--- src/rtl/execute_pipe_pkg.sv ---
// Shared types for the execute stage: ALU ops, operand selects, access sizes.
// Optional stall counter on the top is enabled with EXEC_STALL_CNT_EN.
package execute_pipe_pkg;

  typedef enum logic [3:0] {
    ALU_ADD,
    ALU_SUB,
    ALU_AND,
    ALU_OR,
    ALU_XOR,
    ALU_SLL,
    ALU_SRL,
    ALU_SRA,
    ALU_SLT,
    ALU_SLTU
  } alu_op_e;

  typedef enum logic [1:0] {
    SRC_ZERO,
    SRC_IMM,
    SRC_RS1,
    SRC_RS2
  } alu_src_e;

  typedef enum logic [1:0] {
    SZ_BYTE,
    SZ_HALF,
    SZ_WORD
  } data_size_e;

  function automatic logic [2:0] size_bytes(
    data_size_e sz
  );
    case (sz)
      SZ_BYTE: return 3'd1;
      SZ_HALF: return 3'd2;
      default: return 3'd4;
    endcase
  endfunction

endpackage

--- src/rtl/execute_pipe_if.sv ---
// Decode-to-EX and EX-to-MEM handshake bundle.
// slave is the EX stage view, master the surrounding pipeline.
interface execute_pipe_if #(
  parameter int XLEN = 32
);
  import execute_pipe_pkg::*;

  logic            valid_i;
  logic            ready_o;
  logic            flush_i;
  logic [4:0]      sel_rd_i;
  alu_op_e         alu_op_i;
  alu_src_e        alu_src1_i;
  alu_src_e        alu_src2_i;
  logic            mem_re_i;
  logic            mem_we_i;
  data_size_e      mem_size_i;
  logic [XLEN-1:0] imm_i;
  logic [XLEN-1:0] rs1_i;
  logic [XLEN-1:0] rs2_i;

  logic            valid_o;
  logic            ready_i;
  logic [4:0]      sel_rd_o;
  logic            mem_re_o;
  logic            mem_we_o;
  data_size_e      mem_size_o;
  logic [XLEN-1:0] rs2_o;
  logic [XLEN-1:0] alu_result_o;
  logic            hazard_o;

  modport slave (
    input  valid_i, flush_i, sel_rd_i,
    input  alu_op_i, alu_src1_i, alu_src2_i,
    input  mem_re_i, mem_we_i, mem_size_i,
    input  imm_i, rs1_i, rs2_i, ready_i,
    output ready_o, valid_o, sel_rd_o,
    output mem_re_o, mem_we_o, mem_size_o,
    output rs2_o, alu_result_o, hazard_o
  );

  modport master (
    output valid_i, flush_i, sel_rd_i,
    output alu_op_i, alu_src1_i, alu_src2_i,
    output mem_re_i, mem_we_i, mem_size_i,
    output imm_i, rs1_i, rs2_i, ready_i,
    input  ready_o, valid_o, sel_rd_o,
    input  mem_re_o, mem_we_o, mem_size_o,
    input  rs2_o, alu_result_o, hazard_o
  );

endinterface

--- src/rtl/alu.sv ---
// Combinational integer ALU shared by the execute stage.
// Shift amounts use the low log2(XLEN) bits of b.
module alu
  import execute_pipe_pkg::*;
#(
  parameter int XLEN = 32
) (
  input  alu_op_e         op,
  input  logic [XLEN-1:0] a,
  input  logic [XLEN-1:0] b,
  output logic [XLEN-1:0] y
);

  localparam int SHW = $clog2(XLEN);

  logic [SHW-1:0] sh;
  logic           lt_s;
  logic           lt_u;

  assign sh   = b[SHW-1:0];
  assign lt_s = $signed(a) < $signed(b);
  assign lt_u = a < b;

  always_comb begin
    y = '0;
    case (op)
      ALU_ADD:  y = a + b;
      ALU_SUB:  y = a - b;
      ALU_AND:  y = a & b;
      ALU_OR:   y = a | b;
      ALU_XOR:  y = a ^ b;
      ALU_SLL:  y = a << sh;
      ALU_SRL:  y = a >> sh;
      ALU_SRA:  y = $signed(a) >>> sh;
      ALU_SLT:  y = {{(XLEN-1){1'b0}}, lt_s};
      ALU_SLTU: y = {{(XLEN-1){1'b0}}, lt_u};
      default:  y = '0;
    endcase
  end

endmodule

--- src/rtl/execute_pipe_store_hist.sv ---
// Ring of recently issued stores with per-entry lifetime and
// byte-range overlap query for loads.
module store_hist
  import execute_pipe_pkg::*;
#(
  parameter int XLEN     = 32,
  parameter int DEPTH    = 4,
  parameter int LIFETIME = 3
) (
  input  logic            clk,
  input  logic            rst_n,
  input  logic            push,
  input  logic [XLEN-1:0] addr,
  input  data_size_e      size,
  input  logic [XLEN-1:0] q_addr,
  input  data_size_e      q_size,
  output logic            hit,
  output logic            full
);

  localparam int PW = (DEPTH > 1) ? $clog2(DEPTH) : 1;
  localparam int LW = (LIFETIME > 1) ? $clog2(LIFETIME) : 1;
  localparam logic [PW-1:0] PTR_LAST = PW'(DEPTH - 1);
  // The acceptance cycle is the first live cycle, so the
  // counter holds only the cycles remaining after it.
  localparam logic [LW-1:0] LIFE_INIT = LW'(LIFETIME - 1);

  logic [XLEN-1:0] addr_q [DEPTH];
  data_size_e      size_q [DEPTH];
  logic [LW-1:0]   life_q [DEPTH];
  logic [PW-1:0]   wptr;

  logic [DEPTH-1:0] live;
  logic [DEPTH-1:0] ovl;
  logic [XLEN:0]    q_lo;
  logic [XLEN:0]    q_hi;

  assign q_lo = {1'b0, q_addr};
  assign q_hi = q_lo + (XLEN+1)'(size_bytes(q_size));

  for (genvar g = 0; g < DEPTH; g++) begin : g_ent
    logic [XLEN:0] lo;
    logic [XLEN:0] hi;
    assign lo      = {1'b0, addr_q[g]};
    assign hi      = lo + (XLEN+1)'(size_bytes(size_q[g]));
    assign live[g] = life_q[g] != '0;
    assign ovl[g]  = live[g] & (q_lo < hi) & (lo < q_hi);
  end

  assign hit  = |ovl;
  assign full = live[wptr];

  always_ff @(posedge clk or negedge rst_n) begin
    if (!rst_n) begin
      for (int i = 0; i < DEPTH; i++) begin
        addr_q[i] <= '0;
        size_q[i] <= SZ_BYTE;
        life_q[i] <= '0;
      end
      wptr <= '0;
    end else begin
      for (int i = 0; i < DEPTH; i++) begin
        if (push && wptr == PW'(i)) begin
          addr_q[i] <= addr;
          size_q[i] <= size;
          life_q[i] <= LIFE_INIT;
        end else if (life_q[i] != '0) begin
          life_q[i] <= life_q[i] - 1'b1;
        end
      end
      if (push) begin
        wptr <= (wptr == PTR_LAST) ? '0 : wptr + 1'b1;
      end
    end
  end

endmodule

--- src/rtl/execute_pipe.sv ---
// EX stage: operand select, ALU, registered result, store-load hazard hold.
// EXEC_STALL_CNT_EN adds a saturating stall_cnt_o output.
module execute_pipe
  import execute_pipe_pkg::*;
#(
  parameter int XLEN             = 32,
  parameter int STORE_HIST_DEPTH = 4,
  parameter int HIST_LIFETIME    = 3
) (
  input logic clk,
  input logic rst_n,
  execute_pipe_if.slave bus
`ifdef EXEC_STALL_CNT_EN
  ,
  output logic [31:0] stall_cnt_o
`endif
);

  logic [XLEN-1:0] op1;
  logic [XLEN-1:0] op2;
  logic [XLEN-1:0] result;
  logic            hit;
  logic            full;
  logic            hazard;
  logic            ready;
  logic            accept;
  logic            push;

  logic            valid_q;
  logic [4:0]      rd_q;
  logic            re_q;
  logic            we_q;
  data_size_e      size_q;
  logic [XLEN-1:0] rs2_q;
  logic [XLEN-1:0] res_q;

  always_comb begin
    op1 = '0;
    unique case (1'b1)
      bus.alu_src1_i == SRC_IMM: op1 = bus.imm_i;
      bus.alu_src1_i == SRC_RS1: op1 = bus.rs1_i;
      bus.alu_src1_i == SRC_RS2: op1 = bus.rs2_i;
      default:                   op1 = '0;
    endcase
  end

  always_comb begin
    op2 = '0;
    unique case (1'b1)
      bus.alu_src2_i == SRC_IMM: op2 = bus.imm_i;
      bus.alu_src2_i == SRC_RS1: op2 = bus.rs1_i;
      bus.alu_src2_i == SRC_RS2: op2 = bus.rs2_i;
      default:                   op2 = '0;
    endcase
  end

  alu #(
    .XLEN(XLEN)
  ) u_alu (
    .op(bus.alu_op_i),
    .a (op1),
    .b (op2),
    .y (result)
  );

  // Query sees only registered history, so a store written
  // this cycle never affects a load decided this cycle.
  store_hist #(
    .XLEN    (XLEN),
    .DEPTH   (STORE_HIST_DEPTH),
    .LIFETIME(HIST_LIFETIME)
  ) u_hist (
    .clk   (clk),
    .rst_n (rst_n),
    .push  (push),
    .addr  (result),
    .size  (bus.mem_size_i),
    .q_addr(result),
    .q_size(bus.mem_size_i),
    .hit   (hit),
    .full  (full)
  );

  assign hazard = bus.valid_i & bus.mem_re_i & hit;
  assign ready  = !bus.flush_i & !hazard
                & !(bus.mem_we_i & full)
                & (!valid_q | bus.ready_i);
  assign accept = bus.valid_i & ready;
  assign push   = accept & bus.mem_we_i;

  always_ff @(posedge clk or negedge rst_n) begin
    if (!rst_n) begin
      valid_q <= 1'b0;
      rd_q    <= '0;
      re_q    <= 1'b0;
      we_q    <= 1'b0;
      size_q  <= SZ_BYTE;
      rs2_q   <= '0;
      res_q   <= '0;
    end else if (accept) begin
      valid_q <= 1'b1;
      rd_q    <= bus.sel_rd_i;
      re_q    <= bus.mem_re_i;
      we_q    <= bus.mem_we_i;
      size_q  <= bus.mem_size_i;
      rs2_q   <= bus.rs2_i;
      res_q   <= result;
    end else if (bus.flush_i || bus.ready_i) begin
      valid_q <= 1'b0;
    end
  end

  assign bus.ready_o      = ready;
  assign bus.hazard_o     = hazard;
  assign bus.valid_o      = valid_q;
  assign bus.sel_rd_o     = rd_q;
  assign bus.mem_re_o     = re_q;
  assign bus.mem_we_o     = we_q;
  assign bus.mem_size_o   = size_q;
  assign bus.rs2_o        = rs2_q;
  assign bus.alu_result_o = res_q;

`ifdef EXEC_STALL_CNT_EN
  always_ff @(posedge clk or negedge rst_n) begin
    if (!rst_n) begin
      stall_cnt_o <= '0;
    end else if (bus.valid_i && !accept && stall_cnt_o != '1) begin
      stall_cnt_o <= stall_cnt_o + 32'd1;
    end
  end
`endif

endmodule

--- src/flat_wrapper.sv ---
// flat-port wrapper written by rule: the top's interface ports become plain ports
module execute_pipe_flat import execute_pipe_pkg::*;
#(
  parameter int XLEN             = 32,
  parameter int STORE_HIST_DEPTH = 4,
  parameter int HIST_LIFETIME    = 3
)
  (clk, rst_n, bus_valid_i, bus_flush_i, bus_sel_rd_i, bus_alu_op_i, bus_alu_src1_i, bus_alu_src2_i, bus_mem_re_i, bus_mem_we_i, bus_mem_size_i, bus_imm_i, bus_rs1_i, bus_rs2_i, bus_ready_i, bus_ready_o, bus_valid_o, bus_sel_rd_o, bus_mem_re_o, bus_mem_we_o, bus_mem_size_o, bus_rs2_o, bus_alu_result_o, bus_hazard_o);
  execute_pipe_if #(.XLEN(XLEN)) bus_i ();
  input logic clk;
  input logic rst_n;
  input wire logic [$bits(bus_i.valid_i)-1:0] bus_valid_i;
  input wire logic [$bits(bus_i.flush_i)-1:0] bus_flush_i;
  input wire logic [$bits(bus_i.sel_rd_i)-1:0] bus_sel_rd_i;
  input wire logic [$bits(bus_i.alu_op_i)-1:0] bus_alu_op_i;
  input wire logic [$bits(bus_i.alu_src1_i)-1:0] bus_alu_src1_i;
  input wire logic [$bits(bus_i.alu_src2_i)-1:0] bus_alu_src2_i;
  input wire logic [$bits(bus_i.mem_re_i)-1:0] bus_mem_re_i;
  input wire logic [$bits(bus_i.mem_we_i)-1:0] bus_mem_we_i;
  input wire logic [$bits(bus_i.mem_size_i)-1:0] bus_mem_size_i;
  input wire logic [$bits(bus_i.imm_i)-1:0] bus_imm_i;
  input wire logic [$bits(bus_i.rs1_i)-1:0] bus_rs1_i;
  input wire logic [$bits(bus_i.rs2_i)-1:0] bus_rs2_i;
  input wire logic [$bits(bus_i.ready_i)-1:0] bus_ready_i;
  output wire logic [$bits(bus_i.ready_o)-1:0] bus_ready_o;
  output wire logic [$bits(bus_i.valid_o)-1:0] bus_valid_o;
  output wire logic [$bits(bus_i.sel_rd_o)-1:0] bus_sel_rd_o;
  output wire logic [$bits(bus_i.mem_re_o)-1:0] bus_mem_re_o;
  output wire logic [$bits(bus_i.mem_we_o)-1:0] bus_mem_we_o;
  output wire logic [$bits(bus_i.mem_size_o)-1:0] bus_mem_size_o;
  output wire logic [$bits(bus_i.rs2_o)-1:0] bus_rs2_o;
  output wire logic [$bits(bus_i.alu_result_o)-1:0] bus_alu_result_o;
  output wire logic [$bits(bus_i.hazard_o)-1:0] bus_hazard_o;
  assign bus_i.valid_i = bus_valid_i;
  assign bus_i.flush_i = bus_flush_i;
  assign bus_i.sel_rd_i = bus_sel_rd_i;
  assign bus_i.alu_op_i = bus_alu_op_i;
  assign bus_i.alu_src1_i = bus_alu_src1_i;
  assign bus_i.alu_src2_i = bus_alu_src2_i;
  assign bus_i.mem_re_i = bus_mem_re_i;
  assign bus_i.mem_we_i = bus_mem_we_i;
  assign bus_i.mem_size_i = bus_mem_size_i;
  assign bus_i.imm_i = bus_imm_i;
  assign bus_i.rs1_i = bus_rs1_i;
  assign bus_i.rs2_i = bus_rs2_i;
  assign bus_i.ready_i = bus_ready_i;
  assign bus_ready_o = bus_i.ready_o;
  assign bus_valid_o = bus_i.valid_o;
  assign bus_sel_rd_o = bus_i.sel_rd_o;
  assign bus_mem_re_o = bus_i.mem_re_o;
  assign bus_mem_we_o = bus_i.mem_we_o;
  assign bus_mem_size_o = bus_i.mem_size_o;
  assign bus_rs2_o = bus_i.rs2_o;
  assign bus_alu_result_o = bus_i.alu_result_o;
  assign bus_hazard_o = bus_i.hazard_o;
  execute_pipe #(.XLEN(XLEN), .STORE_HIST_DEPTH(STORE_HIST_DEPTH), .HIST_LIFETIME(HIST_LIFETIME)) u_core (.clk(clk), .rst_n(rst_n), .bus(bus_i));
endmodule
--- config.mk ---
export PLATFORM = sky130hd
export DESIGN_NAME = execute_pipe_flat
export DESIGN_NICKNAME = d
export VERILOG_FILES = /design/src/rtl/execute_pipe_pkg.sv /design/src/rtl/execute_pipe_if.sv /design/src/rtl/alu.sv /design/src/rtl/execute_pipe_store_hist.sv /design/src/rtl/execute_pipe.sv /design/src/flat_wrapper.sv
export SDC_FILE = /design/constraint.sdc
export NUM_CORES = 1
export LEC_CHECK = 0
export ABC_AREA = 1
export BUFFER_PORTS_ARGS = -buffer_cell sky130_fd_sc_hd__buf_4
export CORE_UTILIZATION = 40
export DETAILED_ROUTE_END_ITERATION = 10
export GPL_ROUTABILITY_DRIVEN = 0
export PLACE_DENSITY = 0.56
export SLEW_MARGIN = 10
export SYNTH_ARGS = -nofsm -noshare
export SYNTH_HDL_FRONTEND = slang
export SYNTH_SLANG_ARGS = --single-unit
--- constraint.sdc ---
create_clock -name clk -period 16.4 [get_ports clk]
set_clock_uncertainty 0.2 [all_clocks]
set_input_delay 3.28 -clock clk [delete_from_list [all_inputs] [get_ports clk]]
set_output_delay 3.28 -clock clk [all_outputs]
set_load 0.05 [all_outputs]
# After elaboration in Yosys (flattened, before gate mapping)
# Cells that the tools add are included.
# W data, S select, Z words.
dict set report classes {
  n_bitwise 20
  n_shift 3
  reduce_logical 26
  n_lt_le_gt_ge 11
  muxes 21
  n_eq_ne 23
  addsub 12
}
# operator count
set ops {}
lappend ops {{$pmux W32 S10} 1}
lappend ops {{$lt A32 B33 Y1} 8}
lappend ops {{$pmux W32 S3} 2}
lappend ops {{$add A32 B3 Y33} 5}
lappend ops {{$lt A32 B32 Y1} 2}
lappend ops {{$add A32 B32 Y32} 1}
lappend ops {{$and A32 B32 Y32} 1}
lappend ops {{$or A32 B32 Y32} 1}
lappend ops {{$shl A32 B5 Y32} 1}
lappend ops {{$shr A32 B5 Y32} 1}
lappend ops {{$sshr A32 B5 Y32} 1}
lappend ops {{$sub A32 B32 Y32} 1}
lappend ops {{$xor A32 B32 Y32} 1}
lappend ops {{$pmux W3 S2} 5}
lappend ops {{$mux W2} 9}
lappend ops {{$reduce_bool A2 Y1} 9}
lappend ops {{$and A1 B1 Y1} 16}
lappend ops {{$eq A2 B1 Y1 const B} 8}
lappend ops {{$eq A4 B3 Y1 const B} 4}
lappend ops {{$eq A2 B2 Y1 const B} 6}
lappend ops {{$logic_not A2 Y1} 6}
lappend ops {{$eq A4 B2 Y1 const B} 2}
lappend ops {{$eq A4 B4 Y1 const B} 2}
lappend ops {{$sub A2 B1 Y2 const B} 4}
lappend ops {{11 further kinds} 19}
dict set report word_totals {
  ff_bits 220
  wordCells 136
  output_inout_bits 76
  input_bits 118
}

# Longest topological paths before layout
# Gate-level depths: netlist of run 1.
dict set report logic_depth {
  ltp_word 17
  mapped_depth 59
  ltp_nobuf 55
}

# Hierarchy
# Synthesis of run 1 repeated with hierarchy kept, for this count alone.
dict set report unflattened {
  cells_unflattened 4783
  area_unflattened_um2 29931.2
}
# mod cells_per_inst instances seq_area_each_um2 area_each_um2
set modules_own_cells {}
lappend modules_own_cells {store_hist 2133 1 3653.5 15331.0}
lappend modules_own_cells {alu 2098 1 0.0 10072.2}
lappend modules_own_cells {execute_pipe 552 1 1851.8 4528.1}

# Worst setup path before layout of run 1
# Ideal clock, no wire load.
dict set report synth_timing {
  kind {input-to-output}
  from {input port bus_alu_src1_i[1]}
  to {output port bus_ready_o}
  arrival_ns 9.498
  path_buffers 3
  slack_ns 3.422
  path_stages 43
  t_required_ns 12.920
  cell_sequence {buf_4 -> inv_2 -> nand2_2 -> buf_4 -> buf_6 -> inv_1 -> nand2_1 -> nand2_1 -> nor2_1 -> inv_1 -> ha_1 -> fa_1 -> or2_2 -> nand3_1 -> o21ai_0 -> a211oi_1 -> o2111ai_1 -> ha_1 -> [... 7 more ...] -> nor3_1 -> inv_1 -> nor3_1 -> xor2_1 -> ha_1 -> nand2_1 -> nor2_1 -> a211oi_1 -> nand2_1 -> nand3_1 -> nand2_1 -> a21o_1 -> nand2_1 -> nand2_1 -> nand2_1 -> nor2_1 -> nor2_2 -> nor2_4}
}
dict set report synth_via {
  elab_chain_cells 13
  elab_cells_between_ends 38
  cone_classes {add/sub (3); order compare (10); eq/ne (3); shift (3); mux (2); bitwise (15); reduce/logical (2)}
}
# item line_no
set synth_rtl {}
lappend synth_rtl {{start: declaration} flat_wrapper.sv:16} ;# input wire logic [$bits(bus_i.alu_src1_i)-1:0] bus_alu_src1_i;
lappend synth_rtl {{$eq A2 B2 Y1 (tied with other cells)} execute_pipe.sv:42} ;# bus.alu_src1_i == SRC_RS2: op1 = bus.rs2_i;
lappend synth_rtl {{$pmux W32 S3 (*)} execute_pipe.sv:39} ;# unique case (1'b1)
lappend synth_rtl {{$sub A32 B32 Y32 (tied with other cells)} alu.sv:28} ;# ALU_SUB: y = a - b;
lappend synth_rtl {{$pmux W32 S10 (*)} alu.sv:26} ;# case (op)
lappend synth_rtl {{net u_core.result[2]} execute_pipe.sv:21} ;# logic [XLEN-1:0] result;
lappend synth_rtl {{$add A32 B3 Y33 / $lt A32 B33 Y1 (equally long branches)} {execute_pipe_store_hist.sv:39, execute_pipe_store_hist.sv:47}}
lappend synth_rtl {{$lt A32 B33 Y1 / $and A1 B1 Y1 (equally long branches)} execute_pipe_store_hist.sv:47} ;# assign ovl[g] = live[g] & (q_lo < hi) & (lo < q_hi);
lappend synth_rtl {{$and A1 B1 Y1} execute_pipe_store_hist.sv:47}
lappend synth_rtl {{$reduce_or A4 Y1 (*)} execute_pipe_store_hist.sv:50} ;# assign hit = |ovl;
lappend synth_rtl {{$and A1 B1 Y1 (*)} execute_pipe.sv:84} ;# assign hazard = bus.valid_i & bus.mem_re_i & hit;
lappend synth_rtl {{net bus_hazard_o} flat_wrapper.sv:33} ;# output wire logic [$bits(bus_i.hazard_o)-1:0] bus_hazard_o;
lappend synth_rtl {{$logic_not A1 Y1 (*)} execute_pipe.sv:85} ;# assign ready = !bus.flush_i & !hazard
lappend synth_rtl {{$and A1 B1 Y1 (*)} execute_pipe.sv:85}
lappend synth_rtl {{$and A1 B1 Y1 (*)} execute_pipe.sv:86} ;# & !(bus.mem_we_i & full)
lappend synth_rtl {{$and A1 B1 Y1 (*)} execute_pipe.sv:87} ;# & (!valid_q | bus.ready_i);
lappend synth_rtl {{end: declaration} flat_wrapper.sv:25} ;# output wire logic [$bits(bus_i.ready_o)-1:0] bus_ready_o;
# The timed path passes the listed nets; every way through them passes the cells marked *.

# Worst setup path after layout of run 1
dict set report layout_timing {
  from {input port bus_alu_src1_i[0]}
  to {output port bus_ready_o}
}
dict set report layout_via {
  elab_chain_cells 13
  elab_cells_between_ends 38
  cone_classes {add/sub (3); order compare (10); eq/ne (3); shift (3); mux (2); bitwise (15); reduce/logical (2)}
}
# item line_no
set layout_rtl {}
lappend layout_rtl {{$eq A2 B2 Y1 (tied with other cells)} execute_pipe.sv:42}
lappend layout_rtl {{$pmux W32 S3 (*)} execute_pipe.sv:39}
lappend layout_rtl {{$sub A32 B32 Y32 (tied with other cells)} alu.sv:28}
lappend layout_rtl {{$pmux W32 S10 (*)} alu.sv:26}
lappend layout_rtl {{net u_core.result[17]} execute_pipe.sv:21}
lappend layout_rtl {{$add A32 B3 Y33 / $lt A32 B33 Y1 (equally long branches)} {execute_pipe_store_hist.sv:39, execute_pipe_store_hist.sv:47}}
lappend layout_rtl {{$lt A32 B33 Y1 / $and A1 B1 Y1 (equally long branches)} execute_pipe_store_hist.sv:47}
lappend layout_rtl {{$and A1 B1 Y1} execute_pipe_store_hist.sv:47}
lappend layout_rtl {{$reduce_or A4 Y1 (*)} execute_pipe_store_hist.sv:50}
lappend layout_rtl {{$and A1 B1 Y1 (*)} execute_pipe.sv:84}
lappend layout_rtl {{$logic_not A1 Y1 (*)} execute_pipe.sv:85}
lappend layout_rtl {{$and A1 B1 Y1 (*)} execute_pipe.sv:85}
lappend layout_rtl {{$and A1 B1 Y1 (*)} execute_pipe.sv:86}
lappend layout_rtl {{$and A1 B1 Y1 (*)} execute_pipe.sv:87}
# Marks and branches as above.

==> flow_summary.toml, run 1 <==
[run_status]
status = "finished clean"

[detailed_routing]
drcViolationCount = 0
wirelength_um = 126000
viasPerCell = 5.64
ant_nets = 0
drtIter0Drc = 3036
wl_per_cell_um = 21.9
drtPass1Iterations = 10
route.vias.total = 32496

[floorplan]
core-area_um2 = 72100
num_rows = 98
dieWidth_um = 273
initial_core_util_pct = 40.7
dieArea_um2 = 74500
ios = 194
die_h_um = 273

[logic_synthesis]
synth-async-reset-ratio_pct = 100
synth_mux_area_share_pct = 0
synth_top_area_share_pct = 19.8
synth_cell_types = 56
synth-simple-area-share_pct = 41.4
synth_compound_area_share_pct = 10.0
syn_area_um2 = 29400
synth_edf_count = 0
syn-num-nets = 5199
synth_area_per_cell_um2 = 6.24
synth_top_cell_by_area = "nand2_1"
synth_top_flop_cell = "dfrtp_1"
synth_cells = 4706
ys_seq_elements = 220
yosysWarnings = 0
synth_seq_area_share_pct = 18.8
synth-xor-area-share_pct = 4.15
synth_top_family_by_area = "simple AND/OR/NAND/NOR gates"
synth_area_leaders = "nand2_1, dfrtp_1, ha_1"
synthAdderAreaFrac_pct = 16.2

[power_and_ir_drop]
p_leak_nw = 17.0
power.density_cell_area_nw_per_um2 = 143
ir_worst_vdd_mv = 0.0951

[cts]
cts_hold_buf = 0
cts_sinks = 220
cts_tree = "done"
clock_latency_ns = 0.64
cts.clk_slew.worst_paths_ns = 0.05
cts_buffer_depth = 3
clockRootBuffer = "clkbuf_16"
htreeDepth = 1
cts.repair.resized = 0
cts_buffers = 31
postCtsSetupBuffers = 0

[critical_path]
worst_r2r_path_depth = 30
crit_arrival_ns = 11.68
required_ns = 12.92
crit_path_top_delay_cell = "nor2_1"
r2r_slack_ns = 9.36
path_common_cell = "nand2_1"
r2r_start = "u_core.u_hist.size_q[5]"
crit_fanout = 37
slowest_delay_ns = 0.77
r2r_end = "u_core.bus.alu_result_o[0]"
critPathLaunchType = "input pin"
criticalPathCategory = "input pin to output port"
crit_path_end_kind = "output port"

[worst_hold_path]
hold_depth = 2
min-delay-start = "u_core.bus.rs2_o[28]"
hold_path.class = "flop to flop"
min_to = "u_core.bus.rs2_o[28]"

[timing]
timing.final.ws_setup_ns = 1.24
layout_worst_path_cycle_share_pct = 92.4
max_slew.worst_pin.slew_ns = 1.41
slew_viol_final = 0
setup_viol = 0
rsz0062_at_grt = "no"
max_clock_freq_ghz = 0.0660
hold_violations = 0
maxSlewHeadroom_pct = 6.06
tns_ns = 0
min_period_ns = 15.16

[layout]
diodes = 0
area_delta_synth_final_pct = 10.3
fin_nets = 5287
drive_gt1_share_pct = 7.85
multiInputGateArea_um2 = 21100
fill_cells = 7853
seqCellArea_um2 = 5510

[grt]
grt_pass1_wl_um = 189000
antenna_found_initial = 4
grt_pass1_vias = 30987
grt_max_degree = 92
overflow = 0
grt_util_all_layers_pct = 33.3

[placed_design]
pre_cts_ws_ns = 1.55
place_hpwl_um = 98500
portBuffers = 193

[flow_run]
maxCapViolCount = 0
power by group:
group          internal (mW)  leakage (nW)  total (mW)  switching (mW)
Combinational          0.925          13.5        2.80            1.88
Sequential             0.781          2.90        1.08           0.302
Clock                  0.455         0.543       0.750           0.295
Total                   2.16          17.0        4.63            2.47
area by class of cell:
type	instances	share of cell area, %
clock buffer	40	2.72
clock inverter	15	0.715
inverter	468	5.43
multi-input combinational	3839	65.0
sequential	220	17.0
tap	950	3.67
timing repair buffer	234	5.45
how the worst max path moves through the flow:
| stage | from | to | slack (ns) | cells past startpoint |
|---|---|---|---|---|
| final | bus_alu_src1_i[0] | bus_ready_o | 1.24 | 40 |
| after floorplan | bus_alu_src1_i[1] | bus_ready_o | 3.42 | 43 |
| after detailed placement | bus_alu_src1_i[1] | bus_ready_o | 1.55 | 53 |
| after global placement | bus_alu_src1_i[1] | bus_ready_o | 1.63 | 43 |
| after CTS | bus_alu_src1_i[1] | bus_ready_o | 1.54 | 53 |
| after global routing | bus_alu_src1_i[1] | bus_ready_o | 0.61 | 42 |
per-layer routing:
metal	GRT usage (%)	part of all wire, %	vias to the layer above
li1	-	-	15694
met1	40.3	40	14934
met2	53.1	44	1456
met3	5.19	7.1	406
met4	25.3	8.9	6
met5	0	0.029	-
logic make-up after synthesis:
group,Yosys count
adder cells (fa/ha/maj),375
buffers and inverters,647
XOR/XNOR,139
AND/OR/NAND/NOR,2818
flip-flops,220
AO/OA/AOI/OAI,507
cell usage in the layout, fill, tap and decap left out, types with 5 or more instances in the layout:
cell / Yosys / routed
a21oi_1: 219 / 219
nand2_1: 1551 / 1551
o21ai_0: 130 / 130
nor2_1: 391 / 389
nand3_2: 5 / 5
nor3_1: 65 / 65
o2111ai_1: 9 / 9
nand4_1: 86 / 86
nand4_4: 5 / 5
xnor2_1: 39 / 39
a21o_1: 6 / 6
fa_1: 7 / 7
o21ai_1: 15 / 15
buf_4: 15 / 233
xor2_1: 100 / 100
inv_2: 13 / 13
a221oi_1: 26 / 26
nand2_2: 16 / 16
a31oi_1: 8 / 8
clkbuf_16: 0 / 31
o22ai_1: 18 / 18
inv_1: 453 / 453
a211oi_1: 20 / 20
bufinv_16: 0 / 5
nand4_2: 8 / 8
o21bai_1: 11 / 11
nand3_1: 634 / 634
dfrtp_1: 220 / 220
or2_2: 6 / 6
ha_1: 368 / 368
o21a_1: 8 / 8
nor4_1: 6 / 6
o211ai_1: 23 / 23
o221ai_1: 6 / 6
nand3b_1: 7 / 7
clkbuf_8: 0 / 7
nor2_2: 17 / 18
worst max-delay path: cells and delay by family:
kind,cells,cell delay [ns]
compound gates,4,1.19
xor+xnor,1,0.42
buf+inv,6,1.31
fa+ha+maj,2,0.78
simple gates,27,4.62
sequential cells by signal, summed over array words and instances, names as in the netlist:
signal and cells:
u_core.bus.valid_o 1, u_core.u_hist.wptr 2, u_core.u_hist.addr_q 128, u_core.bus.mem_size_o 2
u_core.bus.mem_we_o 1, u_core.u_hist.life_q 8, u_core.bus.rs2_o 32, u_core.bus.mem_re_o 1
u_core.bus.alu_result_o 32, u_core.bus.sel_rd_o 5, u_core.u_hist.size_q 8
cells in the mapped netlist (2+ instances only):
cell and count:
o21a_1 8, buf_2 64, nor3_1 65, nand3_2 5, nand4_1 86, buf_6 31
nand4_4 5, buf_4 15, a31oi_1 8, nand2_1 1551, a21oi_1 219, and3_1 4
ha_1 368, nand3b_1 7, nor3b_1 4, o22ai_1 18, clkbuf_1 65, o221ai_1 6
nand3b_2 4, nand3_1 634, nor2_2 17, nor4_1 6, xor2_1 100, nor2_4 2
a211oi_1 20, nand3_4 4, o2111ai_1 9, a21o_1 6, o211ai_1 23, inv_1 453
inv_2 13, nand2_2 16, buf_1 4, o21bai_1 11, nand4_2 8, fa_1 7
dfrtp_1 220, nor2_1 391, o21ai_0 130, xnor2_1 39, o21ai_1 15, or2_2 6
a221oi_1 26
through the flow:
stage	util [%]	cells	instance area, µm²	power, mW	hold slack, ns
after global routing	44.9	5766	32400	5.03	0.308
after CTS	44.9	5766	32400	4.63	0.281
after global placement	43.4	5711	31300	3.83	0.265
after floorplan	-	4706	29400	2.97	0.257
after detailed placement	43.4	5711	31300	3.86	0.266
final	44.9	5766	32400	4.63	0.280
Note: power is estimated with default switching activity, not from simulation.
==> run 2, diff against run 1 <==
--- a/config.mk
+++ b/config.mk
@@ -10,7 +10,7 @@
 export CORE_UTILIZATION = 40
 export DETAILED_ROUTE_END_ITERATION = 10
 export GPL_ROUTABILITY_DRIVEN = 0
-export PLACE_DENSITY = 0.56
+export PLACE_DENSITY = 0.58
 export SLEW_MARGIN = 10
 export SYNTH_ARGS = -nofsm -noshare
 export SYNTH_HDL_FRONTEND = slang
==> constraint.sdc (replaced) <==
create_clock -name clk -period 12.4 [get_ports clk]
set_clock_uncertainty 0.2 [all_clocks]
set_input_delay 2.48 -clock clk [delete_from_list [all_inputs] [get_ports clk]]
set_output_delay 2.48 -clock clk [all_outputs]
set_load 0.05 [all_outputs]
==> run 2 against run 1 <==
Compared with the run above:
- sequential power is 30% higher
- largest cell class unchanged
- utilization rose by 1.3 points
- highest routed layer unchanged
- hold slack lost 0.0020 ns
==> flow_summary.toml, run 2 (synthesis results as in run 1) <==
[detailed_routing]
route.vias.total = 32599
ant_nets = 0
drtIter0Drc = 2973
wl_per_cell_um = 20.8
wirelength_um = 122000
drtPass1Iterations = 6
drcViolationCount = 0
viasPerCell = 5.57

[placed_design]
dp.cells = 5789
place_hpwl_um = 96100
portBuffers = 193
placed_cell_area_um2 = 31900

[layout]
fin_cells = 5852
diodes = 0
top_register = "u_core.u_hist.addr_q"
drive_gt1_share_pct = 10.0
most-common-layout-cells = "nand2_1, nand3_1, inv_1"
area_delta_synth_final_pct = 13.5
fin_nets = 5370
largest_reg_flops = 128
mostFrequentLayoutCell = "nand2_1"
stdcell_area_um2 = 33300
fill_cells = 7680

[power_and_ir_drop]
p_total_mw = 6.18
p_int_mw = 2.92
ir_worst_vdd_mv = 0.151
p_sw_share_pct = 52.8
p_sw_mw = 3.26
power.density_cell_area_nw_per_um2 = 186
pwr-share-clk_pct = 16.5
combinationalPowerShare_pct = 60.8
seqPwrFrac_pct = 22.7
p_leak_nw = 17.4

[grt]
grt_pass1_wl_um = 185000
antenna_found_initial = 3
grt_util_all_layers_pct = 32.5
overflow = 0
grt_max_degree = 142
grt_pass1_vias = 30646

[critical_path]
crit_path_end_kind = "output port"
slowest_delay_ns = 0.59
crit_fanout = 21
crit_arrival_ns = 9.26
crit_path_top_delay_cell = "nor3b_1"
required_ns = 9.72
criticalPathCategory = "input pin to output port"
critPathLaunchType = "input pin"
path_common_cell = "nand2_1"

[cts]
postCtsSetupBuffers = 0
cts_buffers = 34
htreeDepth = 2
cts.clk_slew.worst_paths_ns = 0.06
cts_tree = "done"
clock_latency_ns = 0.57
cts_buffer_depth = 3
clockRootBuffer = "clkbuf_16"
cts_sinks = 220
cts_hold_buf = 0

[timing]
hold_violations = 0
slew_viol_final = 0
setup_viol = 0
tns_ns = 0
layout_worst_path_cycle_share_pct = 96.3
max_clock_freq_ghz = 0.0837
maxSlewHeadroom_pct = 4.82
hold_slack_ns = 0.278
max_slew.worst_pin.slew_ns = 1.43
min_period_ns = 11.94

[floorplan]
initial_core_util_pct = 40.7
ios = 194
core-area_um2 = 72100
dieArea_um2 = 74500
num_rows = 98
die_h_um = 273
dieWidth_um = 273

[worst_hold_path]
hold_path.class = "flop to flop"

[run_status]
status = "finished clean"

[flow_run]
maxCapViolCount = 0
run 2: changes by cell type in the layout (fill, tap and decap cells not counted), sizes merged:
cell,previous run,this run
clkinv,8,7
inv,468,470
clkinvlp,2,6
bufinv,5,3
clkbuf,40,45
buf,234,312
run 2: stage by stage:
stage / util, % / setup slack, ns
2_1_floorplan: - / 1.02
3_3_place_gp: 44.3 / 0.386
3_5_place_dp: 44.3 / 0.298
4_1_cts: 45.9 / 0.298
5_1_grt: 46.2 / -0.00121
6_report: 46.2 / 0.456
run 2: path summary, 6_finish.rpt:
path,from,endpoint,slack (ns),cells past startpoint
max in group asynchronous,rst_n,u_core.bus.rs2_o[0],8.93,2
max,bus_alu_src1_i[0],bus_ready_o,0.46,38
min in group asynchronous,rst_n,u_core.u_hist.addr_q[67],1.73,1
min,u_core.bus.mem_size_o[1],u_core.bus.mem_size_o[1],0.28,2
min reg2reg,u_core.bus.mem_size_o[1],u_core.bus.mem_size_o[1],0.28,2
max reg2reg,u_core.u_hist.size_q[5],u_core.bus.alu_result_o[0],4.87,30
run 2: metal layers:
| metal | vias up | part of all wire [%] | track usage [%] |
|---|---|---|---|
| li1 | 15871 | - | - |
| met1 | 14964 | 40 | 40.2 |
| met2 | 1423 | 44 | 51.4 |
| met3 | 337 | 7.4 | 5.16 |
| met4 | 4 | 8.4 | 23.1 |
| met5 | - | 0.019 | 0 |
run 2: power by group through the flow:
stage                     Clock, mW  Sequential [mW]  Combinational, mW
after floorplan                   0             1.70               2.22
after global placement            0             1.40               3.68
final                          1.02             1.40               3.76
after global routing           1.07             1.45               4.20
after detailed placement          0             1.40               3.72
after CTS                      1.04             1.40               3.73
run 2: worst max-delay path, delay by kind of cell:
| family | cells | cell delay [ns] |
|---|---|---|
| AOI/OAI and AO/OA | 4 | 0.63 |
| and+or+nand+nor | 25 | 3.92 |
| xor gates and xnor gates | 1 | 0.45 |
| buffers and inverters | 6 | 1.04 |
| adders and majority gates | 2 | 0.70 |
run 2: layout make-up:
cell class / instances / area (µm²) / share of cell area, %
multi-input combinational: 3839 / 21200 / 63.8
clock inverter: 18 / 206 / 0.620
sequential: 220 / 5510 / 16.5
tap: 950 / 1190 / 3.57
timing repair buffer: 314 / 2450 / 7.35
clock buffer: 43 / 956 / 2.87
inverter: 468 / 1760 / 5.30
run 2: timing repair:
action	CTS	global route
endpoints found under the setup margin	0	2
resized for setup	0	42
endpoints found under the hold margin	0	0
